--- src/rtl/eb3_tx_pkg.sv ---
// Shared types and constants for the HDLC transmit frame scheduler.
package eb3_tx_pkg;

    localparam int unsigned CNT_W = 7;

    typedef enum logic [1:0] {
        ST_IDLE = 2'd0,
        ST_SEND = 2'd1,
        ST_TAIL = 2'd2,
        ST_GAP  = 2'd3
    } state_t;

endpackage

--- src/rtl/rr_arbiter.sv ---
// Round-robin arbiter: lowest requesting index at or after the pointer wins;
// the pointer moves past the winner when advance is strobed.
module rr_arbiter #(
    parameter int unsigned NSRC = 2
) (
    input  logic            clk,
    input  logic            reset,
    input  logic [NSRC-1:0] req,
    input  logic            advance,
    output logic [NSRC-1:0] gnt_c
);

    localparam int unsigned PTR_W = (NSRC > 2) ? 2 : 1;

    logic [PTR_W-1:0] ptr;
    logic [PTR_W-1:0] idx_hi;
    logic [PTR_W-1:0] idx_lo;
    logic [PTR_W-1:0] win_idx;
    logic             hit_hi;
    logic             hit_lo;

    // Descending scan leaves the lowest matching index in each candidate.
    always_comb begin
        hit_hi = 1'b0;
        hit_lo = 1'b0;
        idx_hi = '0;
        idx_lo = '0;
        for (int j = NSRC - 1; j >= 0; j--) begin
            if (req[j]) begin
                hit_lo = 1'b1;
                idx_lo = PTR_W'(j);
                if (PTR_W'(j) >= ptr) begin
                    hit_hi = 1'b1;
                    idx_hi = PTR_W'(j);
                end
            end
        end
        win_idx = hit_hi ? idx_hi : idx_lo;
        gnt_c   = '0;
        if (hit_lo) begin
            gnt_c[win_idx] = 1'b1;
        end
    end

    always_ff @(posedge clk or posedge reset) begin
        if (reset) begin
            ptr <= '0;
        end else if (advance && hit_lo) begin
            ptr <= (win_idx == PTR_W'(NSRC - 1)) ? '0 : win_idx + PTR_W'(1);
        end
    end

endmodule

--- src/rtl/tx_frame_scheduler.sv ---
// Grants whole frames from NSRC byte sources to one HDLC framer, with eop hold and flag gap.
// Optional TX_SCHED_STATS_EN adds frame/abort counters.
module tx_frame_scheduler
    import eb3_tx_pkg::*;
#(
    parameter int unsigned NSRC      = 2,
    parameter int unsigned EOP_HOLD  = 40,
    parameter int unsigned GAP_FLAGS = 1
) (
    input  logic              netclk,
    input  logic              reset,
    input  logic              tx_enable,
    input  logic              cfg_flag_idle,
    input  logic [NSRC-1:0]   src_valid,
    input  logic [8*NSRC-1:0] src_data,
    input  logic [NSRC-1:0]   src_last,
    output logic [NSRC-1:0]   src_ready,
    output logic [NSRC-1:0]   src_abort,
    output logic [NSRC-1:0]   grant,
    output logic              busy,
    output logic [7:0]        fr_data_in,
    output logic              fr_data_avail,
    input  logic              fr_consumed,
    output logic              fr_eop,
    output logic              fr_flag_fill,
`ifdef TX_SCHED_STATS_EN
    output logic [15:0]       stat_frames,
    output logic [15:0]       stat_aborts,
`endif
    input  logic              fr_underrun
);

    localparam logic [CNT_W-1:0] HOLD_LD = CNT_W'(EOP_HOLD);
    localparam logic [CNT_W-1:0] GAP_LD  = CNT_W'(GAP_FLAGS * 8);
    localparam state_t           POST_ST = (GAP_FLAGS != 0) ? ST_GAP : ST_IDLE;

    state_t           state;
    state_t           nxt;
    logic [CNT_W-1:0] cnt;
    logic [CNT_W-1:0] cnt_nxt;
    logic [NSRC-1:0]  grant_nxt;
    logic [NSRC-1:0]  rdy_nxt;
    logic [NSRC-1:0]  abt_nxt;
    logic             eop_nxt;
    logic             cons_d;
    logic             und_d;
    logic             cons_rise;
    logic             und_rise;
    logic [NSRC-1:0]  arb_gnt_c;
    logic             arb_adv;
    logic [7:0]       sel_data;
    logic             sel_valid;
    logic             sel_last;

    rr_arbiter #(.NSRC(NSRC)) u_arb (
        .clk     (netclk),
        .reset   (reset),
        .req     (src_valid),
        .advance (arb_adv),
        .gnt_c   (arb_gnt_c)
    );

    // One-hot grant mux; yields zeros when nothing is granted.
    always_comb begin
        sel_data  = '0;
        sel_valid = 1'b0;
        sel_last  = 1'b0;
        for (int i = 0; i < NSRC; i++) begin
            if (grant[i]) begin
                sel_data  = sel_data | src_data[8*i +: 8];
                sel_valid = sel_valid | src_valid[i];
                sel_last  = sel_last | src_last[i];
            end
        end
    end

    assign fr_data_in    = sel_data;
    assign fr_data_avail = (state == ST_SEND) & sel_valid & ~fr_eop;
    assign cons_rise     = fr_consumed & ~cons_d;
    assign und_rise      = fr_underrun & ~und_d;

    always_comb begin
        nxt       = state;
        cnt_nxt   = cnt;
        grant_nxt = grant;
        eop_nxt   = fr_eop;
        rdy_nxt   = '0;
        abt_nxt   = '0;
        arb_adv   = 1'b0;
        case (state)
            ST_IDLE: begin
                if (tx_enable && (|src_valid)) begin
                    grant_nxt = arb_gnt_c;
                    arb_adv   = 1'b1;
                    nxt       = ST_SEND;
                end
            end
            ST_SEND: begin
                // An underrun outranks a byte take in the same cycle.
                if (und_rise) begin
                    abt_nxt   = grant;
                    grant_nxt = '0;
                    cnt_nxt   = GAP_LD;
                    nxt       = POST_ST;
                end else if (cons_rise) begin
                    rdy_nxt = grant;
                    if (sel_last) begin
                        eop_nxt = 1'b1;
                        cnt_nxt = HOLD_LD;
                        nxt     = ST_TAIL;
                    end
                end
            end
            ST_TAIL: begin
                if (cnt <= CNT_W'(1)) begin
                    eop_nxt   = 1'b0;
                    grant_nxt = '0;
                    cnt_nxt   = GAP_LD;
                    nxt       = POST_ST;
                end else begin
                    cnt_nxt = cnt - CNT_W'(1);
                end
            end
            ST_GAP: begin
                if (cnt <= CNT_W'(1)) begin
                    nxt = ST_IDLE;
                end else begin
                    cnt_nxt = cnt - CNT_W'(1);
                end
            end
            default: nxt = ST_IDLE;
        endcase
    end

    always_ff @(posedge netclk or posedge reset) begin
        if (reset) begin
            state        <= ST_IDLE;
            cnt          <= '0;
            grant        <= '0;
            src_ready    <= '0;
            src_abort    <= '0;
            fr_eop       <= 1'b0;
            fr_flag_fill <= 1'b0;
            busy         <= 1'b0;
            cons_d       <= 1'b0;
            und_d        <= 1'b0;
        end else begin
            state        <= nxt;
            cnt          <= cnt_nxt;
            grant        <= grant_nxt;
            src_ready    <= rdy_nxt;
            src_abort    <= abt_nxt;
            fr_eop       <= eop_nxt;
            fr_flag_fill <= (nxt == ST_GAP) | ((nxt == ST_IDLE) & cfg_flag_idle);
            busy         <= (nxt != ST_IDLE);
            cons_d       <= fr_consumed;
            und_d        <= fr_underrun;
        end
    end

`ifdef TX_SCHED_STATS_EN
    logic frame_done;

    assign frame_done = (state == ST_TAIL) && (nxt != ST_TAIL);

    always_ff @(posedge netclk or posedge reset) begin
        if (reset) begin
            stat_frames <= '0;
            stat_aborts <= '0;
        end else begin
            if (frame_done) begin
                stat_frames <= stat_frames + 16'd1;
            end
            if (|abt_nxt) begin
                stat_aborts <= stat_aborts + 16'd1;
            end
        end
    end
`endif

endmodule

--- config.mk ---
export PLATFORM = sky130hd
export DESIGN_NAME = tx_frame_scheduler
export DESIGN_NICKNAME = d
export VERILOG_FILES = /design/src/rtl/eb3_tx_pkg.sv /design/src/rtl/rr_arbiter.sv /design/src/rtl/tx_frame_scheduler.sv
export SDC_FILE = /design/constraint.sdc
export NUM_CORES = 1
export LEC_CHECK = 0
export CAP_MARGIN = 20
export CORE_ASPECT_RATIO = 1.75
export CORE_MARGIN = 2
export CORE_UTILIZATION = 48
export DETAILED_ROUTE_END_ITERATION = 10
export HOLD_SLACK_MARGIN = 0.1
export PLACE_DENSITY = 0.91
export SYNTH_ARGS = -nofsm -noshare
export SYNTH_HDL_FRONTEND = slang
export SYNTH_SLANG_ARGS = --single-unit
--- constraint.sdc ---
create_clock -name netclk -period 5.1 [get_ports netclk]
set_input_delay 1.02 -clock netclk [delete_from_list [all_inputs] [get_ports netclk]]
set_output_delay 1.02 -clock netclk [all_outputs]
set_load 0.01 [all_outputs]
# Word level (Yosys, flattened, before mapping)
# Index checks and enable logic that the tools add are counted.
[totals] regBits=21 wordCells=105 input_bits=26
[op_classes] reduce_logical=13 n_mux=49 n_eq_ne=13 add_sub_neg=2 n_lt_le_gt_ge=5 bitwise_logic=12
[ops] cell="7-bit two-way mux" n=5
[ops] cell="2-bit two-way mux" n=15
[ops] cell="1-bit two-way mux" n=22
[ops] cell="7-bit case mux with 3 select lines" n=1
[ops] cell="8-bit two-way mux" n=2
[ops] cell="2-bit inequality test, second input constant" n=7
[ops] cell="8-bit OR" n=1
[ops] cell="2-bit case mux with 4 select lines" n=1
[ops] cell="4-bit AND reduction" n=2
[ops] cell="7-bit by 1-bit less-or-equal comparator with 1-bit output, second input constant" n=1
[ops] cell="7-bit by 1-bit subtractor with 7-bit output, second input constant" n=1
[ops] cell="2-bit equality test, second input constant" n=3
[ops] cell="3-bit inequality test, second input constant" n=2
[ops] cell="2-bit case mux with 3 select lines" n=1
[ops] cell="3-bit nonzero test" n=2
[ops] cell="1-bit AND" n=5
[ops] cell="5-bit AND reduction" n=1
[ops] cell="2-bit zero test" n=2
[ops] cell="2-bit nonzero test" n=2
[ops] cell="1-bit logical AND" n=3
[ops] cell="1-bit NOT" n=3
[ops] cell="1-bit OR" n=3
[ops] cell="2-bit by 1-bit equality test with 1-bit output, second input constant" n=1
[ops] cell="1-bit greater-or-equal comparator, first input constant" n=2
[ops] cell="other kinds (6)" n=6

# Logic depth before layout (Yosys ltp)
# Gate-level depths: netlist of the first run.
[depth] word_depth=13 ltp_mapped=7

# Cells and area by module
# From an unflattened synthesis of the first run, not the netlist that was laid out.
[hier_totals] cells_unflattened=131 area_unflattened_um2=1291.2
[modules_own_cells] mod="tx_frame_scheduler" n_inst=1 area_each_um2=1232.4 cells_each=124 seq_area_each_um2=500.5
[modules_own_cells] mod="rr_arbiter" n_inst=1 area_each_um2=58.8 cells_each=7 seq_area_each_um2=25.0

# Worst setup path after synthesis of the first run
# No wires, ideal clock.
[synth_path] path_type="in2out" start="in src_valid[0]" end="out fr_data_avail" arrival_time_ps=1351 path_stages=2 n_path_buf=0 slack_ps=2729 cell_sequence="a22oi_1 > nor3_1"
[synth_between] elab_chain_len=5
[synth_lines] item="start: declaration" line_no="tx_frame_scheduler.sv:14" source="input logic [NSRC-1:0] src_valid,"
[synth_lines] item="1-bit two-way mux *" line_no="tx_frame_scheduler.sv:69" source="if (grant[i]) begin"
[synth_lines] item="1-bit OR" line_no="tx_frame_scheduler.sv:71" source="sel_valid = sel_valid | src_valid[i];"
[synth_lines] item="1-bit two-way mux *" line_no="tx_frame_scheduler.sv:69"
[synth_lines] item="1-bit AND * (2 in a row)" line_no="tx_frame_scheduler.sv:78" source="assign fr_data_avail = (state == ST_SEND) & sel_valid & ~fr_eop;"
[synth_lines] item="end: declaration" line_no="tx_frame_scheduler.sv:22" source="output logic fr_data_avail,"
# Every way passes the cells marked *; elsewhere a longest branch is shown, timed or not.

# Worst setup path after layout of the first run
[layout_path] start="in src_valid[1]" end="out fr_data_avail"
[layout_between] elab_chain_len=4
[layout_lines] item="1-bit OR" line_no="tx_frame_scheduler.sv:71"
[layout_lines] item="1-bit two-way mux" line_no="tx_frame_scheduler.sv:69"
[layout_lines] item="1-bit AND (2 in a row)" line_no="tx_frame_scheduler.sv:78"
# No other way between the ends.

==> metrics.yaml, run 1 <==
status: "complete, no violations"
switchingPower_mw: 0.424
p_comb_share_pct: 58.5
p_int_mw: 0.554
cts_setup_buffers: 0
dr.pass1.iters: 4
nets: 203
hold_path_depth: 1
reg2reg_slack_ps: 2930
ir_drop_mv: 0.400
io_buffers: 43
fin_total_pwr_mw: 0.978
crit_fanout: 5
nFillCells: 198
r2r_end: "fr_flag_fill"
hold_class: "reg -> reg"
syn-cell-area_um2: 1290
avgRoutedWirePerCell_um: 16.9
synth_adder_area_share_pct: 6.77
crit_end: "fr_data_avail"
area_delta_synth_final_pct: 37.2
die_h_um: 72.7
hold_viol: 0
cts_tree: "built"
synth-edff-count: 0
synthMuxAreaShare_pct: 3.09
std_cell_rows: 24
diodes: 0
relSlewSlack_pct: 46.0
grt_use_total_pct: 23.0
synth_area_per_cell_um2: 10.3
max_freq_ghz: 0.293
grt_pass1_wl_mm: 5.55
seqPwrFrac_pct: 30.6
critical_path_required_ps: 4080
tns_ps: 0
p_leak_nw: 0.778
ioPinCount: 44
syn_inst: 126
fp.dieW_um: 43.2
fin_crit_sh_pct: 66.8
p_per_area_nw_per_um2: 551
top_layer_used: "met4"
start_util_pct: 51.3
gp_congestion: 0.872
yosys_warnings: 0
synthSimpleGateAreaFrac_pct: 15.7
synth_top_family_by_area: "compound AO/OA/AOI/OAI gates"
cts.sinks: 21
hold_buffers: 0
ys_seq_elements: 21
layout-drive-gt1-share_pct: 10.1
clkTransAtPathRegs_ps: 70
cts_buffer_depth: 2
period_needed_ps: 3410
hpwlAfterDp_mm: 2.55
synth.distinct_cells: 48
antenna_found_initial: 0
wl_met2_mm: 1.84
ant_nets: 0
reg2reg_depth: 7
async_reset_ff_share_pct: 100
critPathLaunch: "src_valid[1]"
grt_max_degree: 22
r2r_start: "state[1]"
synth_xor_area_share_pct: 0
p_clk_share_pct: 10.9
met1_length_mm: 1.27
cp-end-kind: "output pin"
yosysSeqAreaShare_pct: 40.6
cp.arrival_ps: 2390
ys.flop_type: "dfrtp_1"
start_kind: "input port"
globalRouteOverflowTotal: 0
worst_slew_pin_slew_ps: 810
core_area_um2: 2520
crit_type: "in -> out"
avgViaCountPerCell: 6.05
finalMaxSlewViolations: 0
setup_viol: 0
routed_wl_mm: 3.31
rsz0062_at_grt: "no"
htree_levels: 1
fin_skew_ps: 7.86
synth_compound_area_share_pct: 28.3
synth_nets: 159
grt_pass1_vias: 1213
num_vias: 1179
insertion_delay_ps: 260
routed-wl-met3_um: 114
cap_violations: 0
drc: 0
dr.first_iter.drc_count: 60
cts_made_buffers: 3
root_buffer: "clkbuf_8"
die-area_um2: 3140
cts_resized: 0
swShare_pct: 43.3
==> cells in the mapped netlist, types with 2 or more instances <==
master / count / area share, %
nand2_1: 5 / 1.5
o211a_1: 2 / 1.5
a22oi_1: 2 / 1.2
clkbuf_1: 2 / 0.58
o41ai_1: 2 / 1.4
or2_1: 2 / 0.97
nand3_1: 2 / 0.77
o2bb2ai_1: 2 / 1.4
a31oi_1: 3 / 1.5
and2_1: 2 / 0.97
o22ai_1: 3 / 1.5
a211oi_1: 4 / 2.3
o21ai_1: 5 / 1.9
nor3_1: 4 / 1.5
ha_1: 7 / 6.8
o21ai_0: 4 / 1.5
dfrtp_1: 21 / 41
a22o_1: 8 / 5.4
inv_1: 12 / 3.5
and3_1: 2 / 0.97
mux2_4: 2 / 2.3
a21oi_1: 4 / 1.5
==> power groups by stage <==
stage               Combinational [mW]  Sequential [mW]  Clock, mW
global route                     0.626            0.309      0.116
CTS                              0.570            0.297      0.108
detailed placement               0.560            0.300          0
finish                           0.572            0.299      0.107
global placement                 0.535            0.294          0
floorplan                        0.410            0.278          0
==> worst min-delay path by stage <==
| stage | startpoint | endpoint | slack [ps] |
|---|---|---|---|
| 2_1_floorplan | u_arb.ptr | u_arb.ptr | 490 |
| 3_3_place_gp | u_arb.ptr | u_arb.ptr | 530 |
| 3_5_place_dp | u_arb.ptr | u_arb.ptr | 530 |
| 4_1_cts | u_arb.ptr | u_arb.ptr | 540 |
| 5_1_grt | u_arb.ptr | u_arb.ptr | 590 |
| 6_report | u_arb.ptr | u_arb.ptr | 540 |
==> sequential cells by signal (all words and copies together) (netlist names) <==
name and cells:
src_ready 2, cnt 7, src_abort 2, state 2, cons_d 1, fr_eop 1, busy 1, grant 2
fr_flag_fill 1, und_d 1, u_arb.ptr 1
==> metal layers <==
layer / global-route usage (%) / up-vias
li1: - / 564
met1: 25.8 / 563
met2: 42.0 / 43
met3: 3.22 / 9
met4: 9.76 / 0
met5: 0 / -
==> cell usage in the layout, fill, tap and decap left out, types with 3 or more instances in the layout <==
| master | n |
|---|---|
| clkdlybuf4s50_1 | 43 |
| a21oi_1 | 4 |
| o21ai_1 | 5 |
| nor3_1 | 4 |
| dfrtp_1 | 21 |
| a31oi_1 | 3 |
| o21ai_0 | 4 |
| a22o_1 | 8 |
| o22ai_1 | 3 |
| inv_1 | 12 |
| nand2_1 | 5 |
| clkbuf_8 | 3 |
| ha_1 | 7 |
| a211oi_1 | 4 |
==> kinds of logic (layout without fill, tap and decap cells) <==
family | after synthesis | count (layout)
buffers and inverters | 16 | 59
multiplexers | 3 | 3
adder cells (fa/ha/maj) | 7 | 7
AO/OA/AOI/OAI | 49 | 49
flip-flops | 21 | 21
AND/OR/NAND/NOR | 30 | 30
==> cell type report <==
type	count	area (µm²)	share of cell area, %
multi-input cells	89	697	39.3
flip-flops and latches	21	526	29.6
inverters	12	45.0	2.54
well taps	26	32.5	1.83
repair buffers	43	430	24.2
clock buffers	4	45.0	2.54
==> metrics by stage <==
step	hold WS, ps	worst slack (ps)	util [%]	cell area (µm²)	cells
3_5_place_dp	528	1710	68.6	1730	191
4_1_cts	539	1700	70.4	1780	195
5_1_grt	589	1620	70.4	1780	195
3_3_place_gp	526	1750	68.6	1730	191
2_1_floorplan	494	2730	-	1290	126
6_report	541	1690	70.4	1780	195
==> critical path, cell delays in order <==
cell             delay [ps]
clkdlybuf4s50_1         550
a22oi_1                  90
nor3_1                  170
clkdlybuf4s50_1         560
(Power assumes the default switching activity.)
==> inputs of run 2 (changes only) <==
- CORE_UTILIZATION: 48 -> 45
- PLACE_DENSITY: 0.91 -> 0.86
- clock period: 5.1 -> 3.45 ns (I/O delays scaled with it)
==> run 2 against run 1 <==
Net effect:
- global-route usage down 0.95 points
- hold slack improved by 6.9 ps
- sequential cell count unchanged
- wire length down 2.6%
- non-clock buffer count unchanged
- clock skew down 1.5 ps
- critical endpoint unchanged
==> metrics.yaml, run 2 (synthesis results as in run 1) <==
status: "complete, no violations"
p_leak_nw: 0.778  # unchanged
grt_pass1_wl_mm: 5.54  # -0.13%
critical_path_required_ps: 2760  # -1320 ps
routed_wl_mm: 3.22  # -2.6%
critPathLaunch: "src_valid[0]"
die-area_um2: 3340  # +6.2%
avgViaCountPerCell: 6.02  # -0.51%
die_h_um: 74.9  # +3.1%
hold_viol: 0  # unchanged
num_vias: 1179  # unchanged
area_delta_synth_final_pct: 37.3  # about the same
grt_use_met2_pct: 41.1  # -0.89 points
cts_made_buffers: 3  # unchanged
globalRouteOverflowTotal: 0  # unchanged
r2r_start: "cnt[1]"
ioPinCount: 44  # unchanged
layout_commonest_cell: "clkdlybuf4s50_1"
mostFrequentLayoutCells: "43 x clkdlybuf4s50_1, 21 x dfrtp_1, 12 x inv_1"
p_per_area_nw_per_um2: 802  # +46%
crit_fanout: 4  # -1
setup_viol: 0  # unchanged
dr.first_iter.drc_count: 35  # -42%
largest_reg_flops: 7  # unchanged
grt_pass1_vias: 1231  # +1.5%
diodes: 0  # unchanged
worst_slew_pin_slew_ps: 778  # -31.9 ps
start_kind: "input port"
start_util_pct: 47.5  # -3.7 points
root_buffer: "clkbuf_8"
ant_nets: 0  # unchanged
io_buffers: 43  # unchanged
cts_setup_buffers: 0  # unchanged
fin_skew_ps: 6.37  # -1.50 ps
layout-drive-gt1-share_pct: 10.1  # unchanged
finalMaxSlewViolations: 0  # unchanged
hold_buffers: 0  # unchanged
core_area_um2: 2720  # +7.9%
max_freq_ghz: 0.357
nFillCells: 222  # +12%
grt_use_met3_pct: 2.64  # -0.58 points
hold_start: "u_arb.ptr"
cts_buffer_depth: 2  # unchanged
insertion_delay_ps: 260  # about the same
grt_use_total_pct: 22.0  # -0.95 points
avgRoutedWirePerCell_um: 16.4  # -3.1%
use_met1_pct: 24.0  # -1.8 points
clkTransAtPathRegs_ps: 70  # about the same
cts_resized: 0  # unchanged
hpwlAfterDp_mm: 2.60  # +2.3%
nets: 203  # unchanged
hold_class: "reg -> reg"
cp.arrival_ps: 2110  # -280 ps
fp.dieW_um: 44.5  # +3.0%
cp-end-kind: "output pin"
fin_crit_sh_pct: 81.1
ir_drop_mv: 0.510  # +27%
cap_violations: 0  # unchanged
cts.sinks: 21  # unchanged
period_needed_ps: 2800
crit_type: "in -> out"
rsz0062_at_grt: "no"
antenna_found_initial: 0  # unchanged
cts_tree: "built"
htree_levels: 1  # unchanged
gr-max-usage-layer: "met2"
grt_max_degree: 22  # unchanged
multi_input_area_um2: 697  # unchanged
tns_ps: 0  # unchanged
ff_latch_area_um2: 526  # unchanged
std_cell_rows: 25  # +4.2%
regMostFlops: "cnt"
dr.pass1.iters: 4  # unchanged
timing.hold.ws_ps: 548  # +6.89 ps
drc: 0  # unchanged
relSlewSlack_pct: 48.1  # +2.1 points
gp_congestion: 0.822  # -5.7%
-- run 2: cell counts in the layout (fill, tap and decap cells not counted) --
No cell type changed its count.
-- run 2: final timing paths --
path	to	slack (ps)	cells after the start
worst max-delay path	fr_data_avail	650	4
worst min-delay path	u_arb.ptr	550	1
worst max register to register	cnt[3]	1350	7
worst min register to register	u_arb.ptr	550	1
max in group asynchronous	cnt[4]	2080	2
min in group asynchronous	u_arb.ptr	880	2
-- run 2: metrics by stage --
step                instance area [µm²]  total power [mW]  worst slack (ps)  util [%]  cells
finish                             1780              1.42               651      65.3    196
global route                       1780              1.54               594      65.3    196
CTS                                1780              1.43               658      65.3    196
detailed placement                 1730              1.26               676      63.6    192
global placement                   1730              1.23               748      63.6    192
floorplan                          1290              1.02              1480         -    126
-- run 2: worst max-delay path: stages --
cell and delay (ps):
clkdlybuf4s50_1 530, a22oi_1 110, nor3_1 200, clkdlybuf4s50_1 580
-- run 2: area by class of cell --
class / count / share of cell area (%)
inverter: 12 / 2.54
timing repair buffer: 43 / 24.2
sequential: 21 / 29.6
clock buffer: 4 / 2.54
multi-input combinational: 89 / 39.2
tap: 27 / 1.90
-- run 2: power breakdown --
part | internal, mW | leakage, nW | switching, mW | total, mW
combinational | 0.408 | 0.494 | 0.417 | 0.825
sequential | 0.329 | 0.262 | 0.112 | 0.441
clock | 0.0823 | 0.0228 | 0.0766 | 0.159
-- run 2: routing by layer --
metal / part of all wire [%] / wire [µm] / vias to the layer above
met4: 2.9 / 94 / 0
met2: 58 / 1880 / 34
met3: 2.7 / 88 / 11
li1: - / - / 565
met5: 0 / 0 / -
met1: 36 / 1160 / 569
